`src/rtl/ninjakun_cpubus_resp.sv`:
```
// ninjakun_cpubus_resp
// Responder for the CPU address-decode chip selects. Services scroll register
// accesses immediately and arbitrates the shared video RAM port (FG, BG,
// sprite, palette) against the video scanner, stretching the CPU cycle with
// CPWAIT while the access is pending.
//
// Ports:
//   MCLK, RESET_N          clock, asynchronous active-low reset
//   CPADR, CPDO            CPU address and write data
//   CPRD, CPWR             CPU read / write strobes (active high)
//   CS_*                   decoded chip selects, priority SCRX>SCRY>FGV>BGV>SPA>PAL
//   CPDI, CPDV             read data (held) and one-cycle valid pulse
//   CPWAIT                 combinational CPU wait request
//   VREQ, VADR             video scanner port request and address
//   RAM_AD, RAM_WE, RAM_DO shared RAM address, per-region write enable, write data
//   RAM_DI_FG/BG/SP/PL     RAM read data, valid one cycle after the address
//   SCRX, SCRY             scroll registers
module ninjakun_cpubus_resp #(
    parameter int MAXWAIT = 15,
    parameter int AW      = 11
) (
    input  logic          MCLK,
    input  logic          RESET_N,
    input  logic [15:0]   CPADR,
    input  logic [7:0]    CPDO,
    input  logic          CPRD,
    input  logic          CPWR,
    input  logic          CS_SCRX,
    input  logic          CS_SCRY,
    input  logic          CS_FGV,
    input  logic          CS_BGV,
    input  logic          CS_SPA,
    input  logic          CS_PAL,
    output logic [7:0]    CPDI,
    output logic          CPDV,
    output logic          CPWAIT,
    input  logic          VREQ,
    input  logic [AW-1:0] VADR,
    output logic [AW-1:0] RAM_AD,
    output logic [3:0]    RAM_WE,
    output logic [7:0]    RAM_DO,
    input  logic [7:0]    RAM_DI_FG,
    input  logic [7:0]    RAM_DI_BG,
    input  logic [7:0]    RAM_DI_SP,
    input  logic [7:0]    RAM_DI_PL,
    output logic [7:0]    SCRX,
    output logic [7:0]    SCRY
);

    localparam logic [3:0] LP_MAXWAIT = 4'(MAXWAIT);

    typedef enum logic [2:0] {
        ST_IDLE   = 3'd0,
        ST_WAITV  = 3'd1,
        ST_ACCESS = 3'd2,
        ST_CAPT   = 3'd3,
        ST_HOLD   = 3'd4
    } state_t;

    state_t        r_state;
    state_t        w_state_nxt;
    logic          r_prev_strb;
    logic [3:0]    r_cnt;
    logic [1:0]    r_reg;
    logic [AW-1:0] r_adr;
    logic [7:0]    r_data;
    logic          r_wr;
    logic [7:0]    r_cpdi;
    logic          r_cpdv;
    logic [7:0]    r_scrx;
    logic [7:0]    r_scry;

    logic          w_strb;
    logic          w_start;
    logic          w_scr_x;
    logic          w_scr_y;
    logic          w_ram_hit;
    logic [1:0]    w_ram_reg;
    logic [3:0]    w_cnt_nxt;
    logic [7:0]    w_ram_di;
    logic          w_ram_start;
    logic          w_unused_adr;

    assign w_unused_adr = &{1'b0, CPADR[15:AW]};

    assign w_strb = CPRD | CPWR;
    // Gated by RESET_N so CPWAIT cannot assert through the start term while held in reset.
    assign w_start     = w_strb & ~r_prev_strb & RESET_N;
    assign w_ram_start = (r_state == ST_IDLE) & w_start & w_ram_hit;
    assign w_cnt_nxt   = (r_cnt >= LP_MAXWAIT) ? LP_MAXWAIT : (r_cnt + 4'd1);

    // Chip-select priority: only the highest-priority asserted select is serviced.
    always_comb begin
        w_scr_x   = 1'b0;
        w_scr_y   = 1'b0;
        w_ram_hit = 1'b0;
        w_ram_reg = 2'd0;
        if (CS_SCRX) begin
            w_scr_x = 1'b1;
        end else if (CS_SCRY) begin
            w_scr_y = 1'b1;
        end else if (CS_FGV) begin
            w_ram_hit = 1'b1;
            w_ram_reg = 2'd0;
        end else if (CS_BGV) begin
            w_ram_hit = 1'b1;
            w_ram_reg = 2'd1;
        end else if (CS_SPA) begin
            w_ram_hit = 1'b1;
            w_ram_reg = 2'd2;
        end else if (CS_PAL) begin
            w_ram_hit = 1'b1;
            w_ram_reg = 2'd3;
        end else begin
            w_ram_hit = 1'b0;
        end
    end

    // Read data mux for the latched region.
    always_comb begin
        w_ram_di = 8'h00;
        case (r_reg)
            2'd0:    w_ram_di = RAM_DI_FG;
            2'd1:    w_ram_di = RAM_DI_BG;
            2'd2:    w_ram_di = RAM_DI_SP;
            2'd3:    w_ram_di = RAM_DI_PL;
            default: w_ram_di = 8'h00;
        endcase
    end

    // Next-state and RAM-port/wait outputs.
    always_comb begin
        w_state_nxt = r_state;
        CPWAIT      = 1'b0;
        RAM_AD      = VADR;
        RAM_WE      = 4'b0000;
        RAM_DO      = 8'h00;
        case (r_state)
            ST_IDLE: begin
                if (w_ram_start) begin
                    CPWAIT      = 1'b1;
                    w_state_nxt = VREQ ? ST_WAITV : ST_ACCESS;
                end else begin
                    w_state_nxt = ST_IDLE;
                end
            end
            ST_WAITV: begin
                CPWAIT = 1'b1;
                // Leaving on the cycle the counter reaches MAXWAIT gives exactly MAXWAIT wait cycles.
                if (!VREQ || (w_cnt_nxt == LP_MAXWAIT)) begin
                    w_state_nxt = ST_ACCESS;
                end else begin
                    w_state_nxt = ST_WAITV;
                end
            end
            ST_ACCESS: begin
                CPWAIT = 1'b1;
                RAM_AD = r_adr;
                if (r_wr) begin
                    RAM_WE = 4'b0001 << r_reg;
                    RAM_DO = r_data;
                end else begin
                    RAM_WE = 4'b0000;
                end
                w_state_nxt = ST_CAPT;
            end
            ST_CAPT: begin
                w_state_nxt = ST_HOLD;
            end
            ST_HOLD: begin
                if (!w_strb) begin
                    w_state_nxt = ST_IDLE;
                end else begin
                    w_state_nxt = ST_HOLD;
                end
            end
            default: begin
                w_state_nxt = ST_IDLE;
            end
        endcase
    end

    // State register and strobe edge history.
    always_ff @(posedge MCLK or negedge RESET_N) begin
        if (!RESET_N) begin
            r_state     <= ST_IDLE;
            r_prev_strb <= 1'b0;
        end else begin
            r_state     <= w_state_nxt;
            r_prev_strb <= w_strb;
        end
    end

    // Video-port wait counter: cleared on entering WAITV, saturating while waiting.
    always_ff @(posedge MCLK or negedge RESET_N) begin
        if (!RESET_N) begin
            r_cnt <= 4'd0;
        end else if (w_ram_start) begin
            r_cnt <= 4'd0;
        end else if (r_state == ST_WAITV) begin
            r_cnt <= w_cnt_nxt;
        end else begin
            r_cnt <= r_cnt;
        end
    end

    // Latch the RAM access parameters at the start edge.
    always_ff @(posedge MCLK or negedge RESET_N) begin
        if (!RESET_N) begin
            r_reg  <= 2'd0;
            r_adr  <= '0;
            r_data <= 8'h00;
            r_wr   <= 1'b0;
        end else if (w_ram_start) begin
            r_reg  <= w_ram_reg;
            r_adr  <= CPADR[AW-1:0];
            r_data <= CPDO;
            r_wr   <= CPWR;
        end else begin
            r_reg  <= r_reg;
            r_adr  <= r_adr;
            r_data <= r_data;
            r_wr   <= r_wr;
        end
    end

    // Scroll registers and CPU read-data return.
    always_ff @(posedge MCLK or negedge RESET_N) begin
        if (!RESET_N) begin
            r_scrx <= 8'h00;
            r_scry <= 8'h00;
            r_cpdi <= 8'h00;
            r_cpdv <= 1'b0;
        end else begin
            r_cpdv <= 1'b0;
            if ((r_state == ST_IDLE) && w_start && w_scr_x) begin
                if (CPWR) begin
                    r_scrx <= CPDO;
                end else begin
                    r_cpdi <= r_scrx;
                    r_cpdv <= 1'b1;
                end
            end else if ((r_state == ST_IDLE) && w_start && w_scr_y) begin
                if (CPWR) begin
                    r_scry <= CPDO;
                end else begin
                    r_cpdi <= r_scry;
                    r_cpdv <= 1'b1;
                end
            end else if ((r_state == ST_CAPT) && !r_wr) begin
                r_cpdi <= w_ram_di;
                r_cpdv <= 1'b1;
            end else begin
                r_cpdi <= r_cpdi;
            end
        end
    end

    assign CPDI = r_cpdi;
    assign CPDV = r_cpdv;
    assign SCRX = r_scrx;
    assign SCRY = r_scry;

endmodule
```
`config.mk`:
```
export PLATFORM = sky130hd
export DESIGN_NAME = ninjakun_cpubus_resp
export DESIGN_NICKNAME = d
export VERILOG_FILES = /design/src/rtl/ninjakun_cpubus_resp.sv
export SDC_FILE = /design/constraint.sdc
export NUM_CORES = 1
export LEC_CHECK = 0
export ABC_CLOCK_PERIOD_IN_PS = 1800
export BUFFER_PORTS_ARGS = -buffer_cell sky130_fd_sc_hd__buf_2
export CORE_AREA = 2 2 119 63
export DETAILED_ROUTE_END_ITERATION = 6
export DIE_AREA = 0 0 121 65
export PLACE_DENSITY = 0.83
export RECOVER_POWER = 25
export SYNTH_ARGS = -nofsm -noshare
export SYNTH_HDL_FRONTEND = slang
export SYNTH_SLANG_ARGS = --single-unit
```
`constraint.sdc`:
```
create_clock -name MCLK -period 1.8 [get_ports MCLK]
set_input_delay 0.09 -clock MCLK [delete_from_list [all_inputs] [get_ports MCLK]]
set_output_delay 0.09 -clock MCLK [all_outputs]
set_load 0.05 [all_outputs]
```
After elaboration in Yosys (flattened, before gate mapping)
Index checks and enable logic that the tools add are counted.
{ "word_totals": {"out_inout_bits": 49, "reg_bits": 55, "in_bits": 78} }
{ "op_classes": {"order_cmp": 1, "addsub": 1, "n_eq_ne": 10, "shifts": 1, "reduce_logical": 15, "n_mux": 40, "bitwise_logic": 7} }
{ "op_table": {"columns": ["op", "n"], "rows": [
  ["8-bit two-way mux", 7],
  ["8-bit one-hot mux with 4 select lines", 1],
  ["4-bit two-way mux", 5],
  ["2-bit two-way mux", 9],
  ["3-bit one-hot mux with 5 select lines", 1],
  ["1-bit two-way mux", 14],
  ["11-bit two-way mux", 1],
  ["3-bit by 2-bit == test with 1-bit output, second input constant", 2],
  ["3-bit AND reduction", 2],
  ["4-bit by 1-bit adder with 4-bit output, second input constant", 1],
  ["1-bit AND", 4],
  ["2-bit == test, second input constant", 2],
  ["4-bit == test, second input constant", 1],
  ["4-bit >= comparator, second input constant", 1],
  ["1-bit logical AND", 4],
  ["2-bit inequality test, second input constant", 2],
  ["1-bit by 2-bit left shift with 4-bit output, first input constant", 1],
  ["3-bit by 1-bit == test with 1-bit output, second input constant", 1],
  ["3-bit == test, second input constant", 1],
  ["3-bit zero test", 1],
  ["3-bit two-way mux", 1],
  ["3-bit nonzero test", 1],
  ["2-bit by 1-bit == test with 1-bit output, second input constant", 1],
  ["1-bit zero test", 2],
  ["8 further kinds", 9]
]} }

Depth between registers and ports, before layout
Gate-level depths: netlist (run 1).
{ "depth": {"depth_word": 9, "depth_mapped": 6} }

Worst setup path after synthesis (run 1)
No wires, ideal clock.
{ "synth_timing": {"kind": "flip-flop to output port", "start": "reg r_state[2]", "end": "out RAM_WE[0]", "path_buffers": 1, "path_stages_with_launch": 5, "slack_ns": -0.552, "required_time_ns": 1.710, "arrival_ns": 2.262, "path_cell_list": "dfrtp_1 -> nor3b_1 -> clkbuf_1 -> nand2_1 -> nor3_1"} }
{ "synth_via": {"elab_chain_cells": 2} }
{ "synth_lines": {"columns": ["item", "line_no", "text"], "rows": [
  ["start: declaration", "60", "state_t r_state;"],
  ["start signal: assignment", "189", "r_state <= w_state_nxt;"],
  ["3-bit by 2-bit == test with 1-bit output", "138", "case (r_state)"],
  ["4-bit two-way mux", "138", null],
  ["end: declaration", "40", "output logic [3:0] RAM_WE,"]
]} }
Every way passes these cells.

Worst setup path after layout (run 1)
{ "layout_timing": {"start": "reg r_state[2]", "end": "reg r_data[6]"} }
{ "layout_via": {"elab_chain_cells": 3} }
{ "layout_lines": {"columns": ["item", "line_no", "text"], "rows": [
  ["3-bit zero test", "89", "assign w_ram_start = (r_state == ST_IDLE) & w_start & w_ram_hit;"],
  ["1-bit AND (2 in series)", "89", null],
  ["end signal: assignment", "222", "r_data <= r_data;"],
  ["end: declaration", "66", "logic [7:0] r_data;"]
]} }
Every way passes these cells.
A chain may end at the register's enable or synchronous reset.

==> results of run 1 <==
[final timing paths]
kind,start,endpoint,slack [ps]
worst max-delay path,r_state[2],r_data[6],-220
worst min-delay path,CPADR[3],r_adr[3],20
worst max register to register,r_state[2],r_data[6],-220
worst min register to register,r_adr[5],r_adr[5],510
max in group asynchronous,RESET_N,SCRY[7],360
min in group asynchronous,RESET_N,CPDI[7],690
[metrics by stage]
stage,setup WS [ps],std cells
detailed placement,-219.3,434
CTS,-197.0,449
finish,-224.6,457
global route,-272.3,457
floorplan,-201.1,213
global placement,-108.8,434
[cells in the final DEF (no fill, tap or decap), types with 2 or more instances in the layout]
cell type | netlist | routed
nand2b_1 | 2 | 2
clkbuf_1 | 3 | 18
buf_8 | 0 | 9
nor2_1 | 8 | 8
mux4_2 | 8 | 8
nand3_1 | 5 | 4
buf_2 | 1 | 81
buf_12 | 1 | 2
mux2_2 | 30 | 20
nor3_2 | 0 | 2
a21oi_1 | 3 | 2
mux2_4 | 8 | 36
inv_1 | 7 | 7
o21ai_0 | 2 | 2
o22ai_1 | 8 | 8
nand2_1 | 4 | 3
buf_6 | 1 | 21
buf_4 | 3 | 16
nor3_1 | 6 | 3
a2bb2oi_1 | 8 | 8
and3_4 | 0 | 8
dfrtp_1 | 55 | 55
clkbuf_16 | 0 | 7
[power groups by stage]
| stage | clock (uW) | sequential, uW | combinational (uW) |
|---|---|---|---|
| 2_1_floorplan | 0 | 2830 | 1720 |
| 3_3_place_gp | 0 | 2100 | 3210 |
| 3_5_place_dp | 0 | 2110 | 3280 |
| 4_1_cts | 1020 | 2110 | 3640 |
| 5_1_grt | 1070 | 2200 | 3870 |
| 6_report | 1010 | 2130 | 3700 |
[cell usage after synthesis, drive strengths merged, types with 2 or more instances]
cell type | n | share of area [%]
a21oi | 3 | 0.52
a2bb2oi | 8 | 2.4
and3 | 9 | 2.0
buf | 8 | 2.3
clkbuf | 3 | 0.39
dfrtp | 55 | 48
inv | 7 | 0.92
mux2 | 57 | 23
mux4 | 8 | 6.3
nand2 | 4 | 0.52
nand2b | 2 | 0.44
nand3 | 6 | 1.5
nand4 | 2 | 0.66
nor2 | 8 | 1.0
nor3 | 6 | 1.0
nor3b | 2 | 0.52
nor4 | 2 | 0.96
o21ai | 2 | 0.35
o22ai | 8 | 1.7
[per-layer routing]
metal | up-vias | global-route usage, %
met5 | - | 0
met4 | 0 | 3.924
met3 | 8 | 5.634
met2 | 86 | 33.99
met1 | 1164 | 28.86
li1 | 1097 | -
[cell type report]
| class | count | area (um^2) |
|---|---|---|
| inverter | 8 | 30.03 |
| clock buffer | 6 | 138.9 |
| multi-input combinational | 139 | 1588 |
| timing repair buffer | 151 | 1092 |
| clock inverter | 2 | 16.27 |
| fill | 540 | 2603 |
| tap | 96 | 120.1 |
| sequential | 55 | 1376 |
[kinds of logic after synthesis]
kind of cell / share of synthesized area [%]
buf+inv: 3.760
compound gates: 7.171
flops: 48.10
mux: 29.78
fa+ha+maj: 0.7870
simple gates: 10.41
[what timing repair did]
action | in CTS | in global routing
resized for setup | 67 | 24
cloned | 1 | 3
pin swaps | 1 | 5
hold buffers | 1 | 0
setup buffers | 5 | 6
setup endpoints to repair | 74 | 73
endpoints found under the hold margin | 55 | 0
[worst reg2reg max path, stage by stage (launching register included)]
cell	delay, ps
dfrtp_1	390
or3b_4	400
nor4_4	210
buf_4	170
and3_4	270
clkbuf_16	190
mux2_4	300
==> impl_results.md, run 1 <==
* Num ports at about 130
* Clk_lat worst skew at 290 ps
* Comb power frac at between 50% and 60%
* Syn Nets at 292
* Via/cell ratio at 5.153
* TritonCTS Buffers at 5
* Failing checks: setup timing
* Run status: finished, violations left
* Levels on crit path at 6
* Critical path arrival at roughly 2200 ps
* Metal-1 WL at 3.941 mm
* Max Clock Freq at around 490 MHz
* Final wirelength at 8.427 mm
* Share of cells above drive strength 1 at 62.88%
* Number of global-route vias before repair at 2,435
* Net Sw Frac at a little over two fifths
* Final Critical Period at 2025 ps
* CP top delay family: simple AND/OR/NAND/NOR gates
* Initial antenna violation count at 0
* Core ar. at 0.006964 mm^2
* Total power at 6833 uW
* Worst path bufs/invs at 2
* I/O Buffers at 121
* Clock transition at path regs at 70 ps
* Final Core Density at ~63%
* Setup Viol. Count Final at 64
* Syn. warnings at 0
* CTS tree: done
* Synth cell types at 41
* Synthesized area per cell at 13.43 um^2
* Worst reg2reg path depth at 6
* Finished layout cell area at 0.004362 mm^2
* Synthesized area at roughly 0.0029 mm^2
* # Max-Cap Violations at 0
* Slew Limit Fails at 0
* Met2 wire len at around 4 mm
* Worst-path cell chain: or3b_4 > nor4_4 > buf_4 > and3_4 > clkbuf_16 > mux2_4
* Internal power at 3849 uW
* Req. time, crit path at slightly below 2000 ps
* Worst slew pin tran at 1214 ps
* Mapped Cells at 213
* Drc violations at 0
* Rel. slew slack at 19.07%
* DR vias at 2,355
* Final worst-path cycle share at 112.5%
* Cell count of the worst hold path at 2
* Starting Density at 41.09%
* Die Width at 121 um
* Clock power share at between 10% and 20%
* CP max-delay cell: or3b_4
* Clock sinks at 55
* TNS Setup at -8759 ps
* Biggest register: r_adr
* Max Buffers Root-to-Sink at 2
* Post-synth EDFFs at 0
* Fin worst setup slack at -224.6 ps
* #FFs+latches synth at 55
* RSZ-0062 raised after global routing: yes
* Final nets at 439
* Post-synth top flop: dfrtp_1
* Part of the power in registers at 31.2%
* Max reg flops at 11
* CP peak stage delay at 400 ps
* Top Metal Used: met4
* Worst Hold Class: input port to flop
* Grt ovf at 0
* Htree depth at 2
* DPL Wire Length at roughly 5.8 mm
* Initial drt markers at between 90 and 100
* Setup crit end kind: flop
* Gp weighted congestion at 0.8817
* Clock skew at 5.546 ps
* Number of diodes at 0
* Layout area overhead at 52.43%
* Global-route wire length before repair at 12.54 mm
* Critical Path Fanout Max at 5
* Cell Area, Placed at 0.003747 mm^2
* Overall Global Routing Usage at 21.05%
* Die Ht at 65 um
* Met3 WL post-DR at 544 um
* FFs w/ async S/R, synth at 100.0%
* Sw power at 2984 uW
* Max IR drop VDD at 0.8787 mV
* WL/cell at between 15 and 20 um
* Root buf cell: clkbuf_16
* Sequential fraction of the synthesis area at 48.10%
* TritonRoute pass-1 iters at 4
* Hold Slack at between 20 and 25 ps
* Critical setup path kind: flop to flop
* Die area at 0.007865 mm^2
* Power Dens Cells at 1567 mW/mm^2
* LEAKAGE at around 0.0021 uW
* Final ANT Viol Nets at 0
* # rows at 22
* Largest net degree at the start of global routing at 56
* Startpoint types: flop
* Final Hold Vio Count at 0
No activity file was read; power rests on OpenSTA's default activity.
==> inputs of run 2 (changes only) <==
--- a/config.mk
+++ b/config.mk
@@ -7,9 +7,10 @@
 export LEC_CHECK = 0
 export ABC_CLOCK_PERIOD_IN_PS = 1800
 export BUFFER_PORTS_ARGS = -buffer_cell sky130_fd_sc_hd__buf_2
-export CORE_AREA = 2 2 119 63
+export CORE_AREA = 3 3 120 64
 export DETAILED_ROUTE_END_ITERATION = 6
-export DIE_AREA = 0 0 121 65
+export DIE_AREA = 0 0 123 67
+export HOLD_SLACK_MARGIN = 0.03
 export PLACE_DENSITY = 0.83
 export RECOVER_POWER = 25
 export SYNTH_ARGS = -nofsm -noshare
==> run 2 against run 1 <==
Against the previous run: the run ends with hold timing, setup timing left; clock power about the same; sequential share of layout area decreased by 2.5 points; maximum frequency decreased by 2.4%; via count increased by 20%; worst hold slack got worse by 94 ps; combinational power increased by 16%; register-to-register slack got worse by 20 ps; sequential cell count unchanged; critical path type is now flop to output pin.
==> impl_results.md, run 2 (synthesis gave the netlist of run 1 again) <==
* Failing checks: hold timing, setup timing
* Worst slew pin tran at 654.6 ps
* RSZ-0062 raised after global routing: yes
* Overall Global Routing Usage at 22.41%
* Via/cell ratio at 6.019
* Final wirelength at 11.98 mm
* Setup crit end kind: output pin
* Die Ht at between 60 and 70 um
* Met2 Usage GRT at 39.63%
* Biggest register: r_adr
* Drc violations at 0
* Grt ovf at 0
* Critical path arrival at 1980 ps
* Internal power at ~4100 uW
* M3 GR Usage at 4.411%
* DPL Wire Length at 5.874 mm
* DR vias at 2,835
* Die Width at 123 um
* Req. time, crit path at 1710 ps
* Cell Area, Placed at 0.003742 mm^2
* Final non-filler cell total at 471
* Final Core Density at 71.20%
* Layout area overhead at 65.41%
* Core ar. at ~0.0066 mm^2
* LEAKAGE at around 0.0023 uW
* Clock sinks at 55
* Worst-path cell chain: or3b_4 > nor4_4 > buf_6 > nand3_2 > a21oi_4 > buf_6
* # rows at 21
* Max IR drop VDD at 0.8414 mV
* CP peak stage delay at 410 ps
* Share of cells above drive strength 1 at 68.78%
* Clock skew at 12.52 ps
* Gp weighted congestion at 0.9391
* TritonRoute pass-1 iters at 5
* Initial drt markers at roughly 270
* Final Critical Period at slightly above 2000 ps
* Most frequent CP cell: buf_6
* Die area at 0.008241 mm^2
* Comb power frac at between 50% and 60%
* Clock transition at path regs at 80 ps
* Slew Limit Fails at 0
* Worst Hold Class: input port to asynchronous set/reset pin
* Final worst-path cycle share at 115.2%
* Run status: finished, violations left
* Dpl cells at 430
* WL/cell at 25.44 um
* CP max-delay cell: dfrtp_1
* Net Sw Frac at 45.43%
* Part of the power in registers at approximately 30%
* CTS tree: done
* Rel. slew slack at 56.22%
* Commonest non-fill, non-tap cell in the layout: buf_2
* M1 GR Usage at a little over a quarter
* Starting Density at 43.05%
* I/O Buffers at between 100 and 150
* Max reg flops at 11
* Startpoint types: flop
* Commonest non-fill, non-tap cells in the layout: 97 x buf_2, 55 x dfrtp_1, 42 x mux2_4, 22 x buf_8, 17 x buf_4
* Final Hold Vio Count at 41
* Max Buffers Root-to-Sink at 2
* Hold Slack at -70.58 ps
* Clk_lat worst skew at 310 ps
* Setup Viol. Count Final at 75
* Initial antenna violation count at 1
* Critical setup path kind: flop to output pin
* Number of global-route vias before repair at 2,683
* Root buf cell: clkbuf_16
* # Max-Cap Violations at 0
* TritonCTS Buffers at 5
* Max Clock Freq at 482.1 MHz
* Fin worst setup slack at -274.2 ps
* Finished layout cell area at 0.004733 mm^2
* Global-route wire length before repair at 14.00 mm
* Clock power share at 13.6%
* Critical Path Fanout Max at 3
* Power Dens Cells at 1602 mW/mm^2
* Largest net degree at the start of global routing at 56
* Final nets at 456
* Most crowded layer after global routing: met2
* R2R Setup Slk at -240 ps
* Sw power at 3445 uW
* Num ports at roughly 130
* Final ANT Viol Nets at 0
* Htree depth at 2
-- run 2: cell count changes in the layout (fill, tap and decap cells not counted), moves of 2 or more --
cell	delta
dlygate4sd3_1	+10
buf_6	-8
buf_8	+13
nor2_1	-3
mux2_2	-6
clkbuf_1	-18
nor2_4	+3
mux2_4	+6
buf_12	+2
buf_2	+16
-- run 2: final cells by class --
cell class              count  area, um^2
multi-input cells         139        1672
clock buffers               5       125.1
well taps                  92       115.1
inverters                   8       30.03
clock inverters             3       27.53
flip-flops and latches     55        1376
fillers                   397        1914
repair buffers            168        1385
diodes                      1       2.502
-- run 2: path summary, 6_finish.rpt --
check,depth (start not counted),startpoint,to
worst min register to register,1,CPDI[6],CPDI[6]
worst max-delay path,6,r_state[2],CPWAIT
min in group MCLK,2,CPDO[2],r_data[2]
max in group asynchronous,3,RESET_N,r_data[5]
worst max register to register,5,r_state[2],CPDI[2]
worst min-delay path,2,RESET_N,SCRX[0]
-- run 2: worst max-delay path: cells and delay by family, from the launching register on --
kind,cells,cell delay (ps)
buffers and inverters,2,330
AOI/OAI and AO/OA,1,180
and+or+nand+nor,3,760
DFF,1,410
-- run 2: per-stage QoR --
step | power [uW] | setup TNS [ps] | worst slack, ps
finish | 7584 | -13590 | -274.2
global route | 7803 | -15680 | -309.9
CTS | 6640 | -4890 | -164.9
detailed placement | 5373 | -2416 | -130.3
global placement | 5252 | -897.2 | -69.96
floorplan | 4554 | -4092 | -201.1
-- run 2: timing repair --
| item | in CTS | in global routing |
|---|---|---|
| cloned | 3 | 3 |
| hold buffers | 7 | 4 |
| setup endpoints to repair | 66 | 75 |
| setup buffers | 6 | 12 |
| pin swaps | 3 | 6 |
| gates resized for setup | 56 | 75 |
| endpoints found under the hold margin | 62 | 17 |
-- run 2: layer usage --
metal | share of wire, % | wire (um)
met1 | 39 | 4630
met2 | 48 | 5762
met3 | 6.9 | 829
met4 | 6.3 | 759
met5 | 0 | 0
-- run 2: power groups by stage --
stage | logic [uW] | clock network [uW] | registers [uW]
floorplan | 1720 | 0 | 2830
global placement | 3170 | 0 | 2090
finish | 4290 | 1040 | 2250
CTS | 3520 | 1010 | 2110
detailed placement | 3260 | 0 | 2110
global route | 4440 | 1090 | 2270
